**src/rtl/image_write_scheduler.sv**
```systemverilog
// Ping-pong buffer between the IDCT and the Image Generator.
// Issues one start pulse per stored table and holds that table for the 64-cycle write burst.
module image_write_scheduler #(
  parameter int unsigned IMAGE_WIDTH  = 320,
  parameter int unsigned IMAGE_HEIGHT = 240,
  parameter int unsigned PIXEL_WIDTH  = 8,
  parameter int unsigned TABLE_SIZE   = 64,
  localparam int unsigned TW          = TABLE_SIZE * PIXEL_WIDTH,
  localparam int unsigned BLOCK_COUNT = IMAGE_WIDTH * IMAGE_HEIGHT / TABLE_SIZE,
  localparam int unsigned BCW         = $clog2(BLOCK_COUNT + 1)
) (
  input  logic           clk,
  input  logic           rst,
  input  logic [TW-1:0]  in_table,
  input  logic           in_valid,
  output logic           in_ready,
  output logic [TW-1:0]  gen_table,
  output logic           gen_start,
  output logic           busy,
  output logic [BCW-1:0] block_count,
  output logic           frame_done
);

  localparam int unsigned CW = 6;

  typedef enum logic [1:0] {IDLE, START, BURST} state_t;

  state_t          state;
  logic [TW-1:0]   slot [2];
  logic            wr_ptr;
  logic            rd_ptr;
  logic [1:0]      occ;
  logic [1:0]      occ_next;
  logic [CW-1:0]   cnt;
  logic            push;
  logic            pop;

  assign in_ready  = rst & (occ != 2'd2);
  assign push      = in_valid & in_ready;
  assign pop       = (state == BURST) && (cnt == CW'(63));
  // The slot under rd_ptr is never the write target while a table is in flight.
  assign gen_table = slot[rd_ptr];
  assign busy      = (state != IDLE) || (occ != 2'd0);

  always_comb begin
    occ_next = occ;
    case ({push, pop})
      2'b10:   occ_next = occ + 2'd1;
      2'b01:   occ_next = occ - 2'd1;
      default: occ_next = occ;
    endcase
  end

  always_ff @(posedge clk or negedge rst) begin
    if (!rst) begin
      state       <= IDLE;
      slot[0]     <= '0;
      slot[1]     <= '0;
      wr_ptr      <= 1'b0;
      rd_ptr      <= 1'b0;
      occ         <= 2'd0;
      cnt         <= '0;
      gen_start   <= 1'b0;
      block_count <= '0;
      frame_done  <= 1'b0;
    end else begin
      gen_start  <= 1'b0;
      frame_done <= 1'b0;
      occ        <= occ_next;
      if (push) begin
        slot[wr_ptr] <= in_table;
        wr_ptr       <= ~wr_ptr;
      end
      if (pop) rd_ptr <= ~rd_ptr;

      case (state)
        IDLE: begin
          if (occ != 2'd0) begin
            state     <= START;
            gen_start <= 1'b1;
          end
        end
        START: begin
          state <= BURST;
          cnt   <= '0;
        end
        BURST: begin
          cnt <= cnt + CW'(1);
          if (pop) begin
            // Wrap with the Image Generator's raster index at the frame end.
            if (block_count == BCW'(BLOCK_COUNT - 1)) begin
              block_count <= '0;
              frame_done  <= 1'b1;
            end else begin
              block_count <= block_count + BCW'(1);
            end
            if (occ_next != 2'd0) begin
              state     <= START;
              gen_start <= 1'b1;
            end else begin
              state <= IDLE;
            end
          end
        end
        default: state <= IDLE;
      endcase
    end
  end

endmodule
```
**config.mk**
```make
export PLATFORM = sky130hd
export DESIGN_NAME = image_write_scheduler
export DESIGN_NICKNAME = d
export VERILOG_FILES = /design/src/rtl/image_write_scheduler.sv
export SDC_FILE = /design/constraint.sdc
export NUM_CORES = 1
export LEC_CHECK = 0
export CORE_AREA = 2 2 409 411
export CTS_CLUSTER_DIAMETER = 50
export DETAILED_ROUTE_END_ITERATION = 10
export DIE_AREA = 0 0 411 413
export HOLD_SLACK_MARGIN = 0.03
export PLACE_DENSITY_LB_ADDON = 0.2
export SLEW_MARGIN = 20
export SYNTH_ARGS = -nofsm -noshare
export SYNTH_HDL_FRONTEND = slang
export SYNTH_SLANG_ARGS = --single-unit
```
**constraint.sdc**
```tcl
create_clock -name clk -period 2.3 [get_ports clk]
set_input_delay 0.46 -clock clk [delete_from_list [all_inputs] [get_ports clk]]
set_output_delay 0.46 -clock clk [all_outputs]
set_load 0.005 [all_outputs]
```
==> metrics.md <==
| Metric | Value |
|---|---|
| I/O Pins | 1042 |
| Syn-to-layout area delta | 40.51% |
| Largest area contributor in the netlist | dfrtp_1 |
| Busiest grt layer | met2 |
| Vias in the first global route | 30770 |
| # Post-CTS Setup Buffers | 0 |
| Compound-Gate Fraction of Synth Area | 0.002517 |
| Clock Tree Buf Depth | 3 |
| Die height | 413 microns |
| Synth Cell Area | 0.04723 sq mm |
| Vias/cell | 4.412 |
| Asr flop ratio synth | 1.000 |
| Fin area | 0.06637 sq mm |
| Minimum clock period | 3.053 ns |
| Top FF cell, synth | dfrtp_1 |
| Xor/xnor share of the synthesized area | 0.002040 |
| Finished Layout Cells | 6370 |
| YS warnings | 0 |
| Remaining antenna violation count after routing | 0 |
| Clk_lat worst skew | 0.77 ns |
| Cell breakdown of the critical path | buf_12 > buf_12 > mux2_2 > clkdlybuf4s50_1 |
| Syn nets | 3389 |
| Routed wire length | 141700 microns |
| Total CTS buffers | 151 |
| Critical path type | reg -> out |
| Final Max Tran Viols | 0 |
| Crit. End Element | primary output |
| Fmax | 0.3275 GHz |
| DR vias | 28100 |
| # placed instances | 6070 |
| Pwr Total | 0.04431 W |
| Layout Nets | 4542 |
| Met2 Resource Use GR | 0.2579 |
| RD Place Congestion | 0.7499 |
| RSZ-0062 raised after global routing | true |
| Largest net degree at the start of global routing | 165 |
| HPWL Detailed | 101700 microns |
| Reg clk slew, reported paths | 0.05 ns |
| PortBufs | 1041 |
| Drt pass-1 iters | 6 |
| Adder-Cell Fraction of Synth Area | 0.001854 |
| Initial DRC Count | 1127 |
| Static leakage | 33.39 nW |
| Slowest stage delay, CP | 0.49 ns |
| Clk root buf | clkbuf_16 |
| Row count | 150 |
| Routing usage on met3 | 0.08240 |
| Seq cells post-synth | 1049 |
| Worst Max-Slew Pin Slew | 0.9826 ns |
| Antenna violations before repair | 66 |
| CP max-delay cell | clkdlybuf4s50_1 |
| Die area | 0.1697 sq mm |
| First-pass GRT wire length | 208200 microns |
| Yosys cell types | 38 |
| Starting Density | 0.2847 |
| Peak VDD IR | 0.0006748 V |
| CTS Sinks | 1049 |
| Post-synthesis mux area share | 0.4041 |
| GRT met1 Usage | 0.1910 |
| Post-Syn Instances | 2867 |
| Failing checks | negative setup slack |
| Rel. slew slack | 0.3449 |
| Placement Cell Area | 0.06084 sq mm |
| # DRC | 0 |
| Post-synth EDFFs | 0 |
| Count leader, synth | mux2_2 |
| Clock Skews | 0.03908 ns |
| Max cap viols | 0 |
| CP delay by family, top | buffers and inverters |
| Critical path required time | 1.84 ns |
| Pwr Density | 667.7 mW/mm^2 |
| Worst hold-check path type | in -> reg |
| Status | finished with violations |
| Largest family of logic cells by synthesized area | multiplexers |
| Core area | 0.1659 sq mm |
| Syn Area/Cell | 16.47 sq um |
| # H-tree levels | 4 |
| GR Overflow Total | 0 |
| Wire length per cell | 22.24 microns |
| Worst path buffer plus inverter count | 3 |
| Width of the die | 411 microns |
| Synth top area share | 0.5558 |
| Synth Area in Simple Gates | 0.006808 |
| Sequential-to-total area share from yosys stat | 0.5558 |
| # setup viols final | 514 |
| Final cycle utilization of the critical path | 1.328 |
| Top cells by count, synth | mux2_2 (1068), dfrtp_1 (1049), mux2_4 (469) |
| Post-route setup TNS | -325.67 ns |
| Setup ws final | -0.7534 ns |
| CP startpoint kind | flip-flop |
| Hold Vio Cnt, Final | 0 |
| Ranking of synthesized cells by area | dfrtp_1 (56%), mux2_2 (25%), mux2_4 (15%), buf_2 (1.1%), buf_6 (0.93%) |
| CTS tree | yes |
| Share of layout cells above drive strength 1 | 0.4751 |
| Overall fraction of global-route tracks in use | 0.1628 |
| Largest fanout on the critical path | 22 |
| CP most frequent cell | buf_12 |
| Worst Path Arrival | 2.59 ns |
-- worst reg2reg max path: cells and delay by family (launching register included) --
family | cells | cell delay, ns
compound gates | 3 | 0.59
simple gates | 3 | 0.54
fa+ha+maj | 2 | 0.43
flops | 1 | 0.41
buf+inv | 2 | 0.18
-- area by class of cell --
type | count | area [sq um]
Tap cell | 2204 | 2758
Timing Repair Buffer | 1174 | 12090
Clock inverter | 79 | 1074
Fill cell | 15490 | 99540
Clock buffer | 196 | 4250
Inverter | 8 | 30.03
Antenna cell | 24 | 60.06
Sequential cell | 1049 | 26250
Multi-Input combinational cell | 1636 | 19850
-- routing by layer --
layer  wire [microns]  part of all wire
met5              474            0.0033
met4             3623             0.026
met3            14910              0.11
met2            65870              0.46
met1            56780              0.40
-- metrics by stage --
stage,hold slack (ns),setup slack [ns],utilization
after detailed placement,0.4698,-0.02898,0.3667
after global routing,0.2565,-0.8808,0.3998
after floorplan,0.1644,0.04477,-
final,0.3169,-0.7534,0.4000
after CTS,0.2231,-0.8695,0.3995
after global placement,0.4696,-0.02072,0.3667
-- logic make-up (layout without fill, tap and decap cells) --
group | after synthesis | count (layout)
buffers and inverters | 182 | 1457
adder cells (fa/ha/maj) | 7 | 7
multiplexers | 1539 | 1539
AO/OA/AOI/OAI | 17 | 17
flip-flops | 1049 | 1049
AND/OR/NAND/NOR | 62 | 62
other | 0 | 24
XOR/XNOR | 11 | 11
-- cell usage in the layout, fill, tap and decap left out, types with 2 or more instances in the layout --
master	count
buf_12	50
nand3_1	7
clkbuf_8	26
o21ai_0	6
nand2_1	19
clkinv_8	4
nor2b_1	4
o31ai_1	2
mux2_2	1035
nor3_1	5
bufinv_16	18
dlygate4sd2_1	5
xnor2_1	9
dlymetal6s2s_1	23
clkdlybuf4s15_1	10
clkinv_2	20
nand4_1	5
clkinvlp_4	11
xor2_1	2
buf_4	76
inv_1	8
clkdlybuf4s50_1	970
clkbuf_2	20
clkbuf_1	17
ha_1	7
inv_6	12
dfrtp_1	1048
mux2i_1	2
buf_6	15
clkinv_4	9
mux2_4	502
or4_1	2
nor2_1	8
buf_16	3
clkbuf_16	153
nor4_1	3
a21o_1	2
diode_2	24
inv_16	3
-- power by group --
part           switching (W)  internal [W]  total [W]  leakage [nW]
registers                  0        0.0185     0.0185          14.6
logic               0.000655      0.000829    0.00148          16.2
clock network        0.00917        0.0152     0.0244          2.59
total                0.00982        0.0345     0.0443          33.4
-- state kept, by name, summed over array words and instances (netlist names) --
signal	cells
frame_done	1
block_count	11
wr_ptr	1
state	2
gen_start	1
slot	1024
cnt	6
occ	2
rd_ptr	1
-- path summary, 6_finish.rpt --
check	end	depth (start not counted)	slack [ns]	start
min in group asynchronous	slot[130]	3	0.34	rst
worst max-delay path	gen_table[182]	4	-0.75	rd_ptr
worst min register to register	slot[287]	1	0.50	slot[287]
max in group asynchronous	slot[985]	4	0.66	rst
worst min-delay path	slot[689]	2	0.32	in_table[177]
worst max register to register	state[0]	10	0.07	state[0]
-- timing repair --
item | CTS | global route
gates resized for setup | 101 | 78
endpoints found under the hold margin | 128 | 0
hold buffers | 1 | 0
endpoints found under the setup margin | 524 | 526
Power figures use the tool's default switching activity.
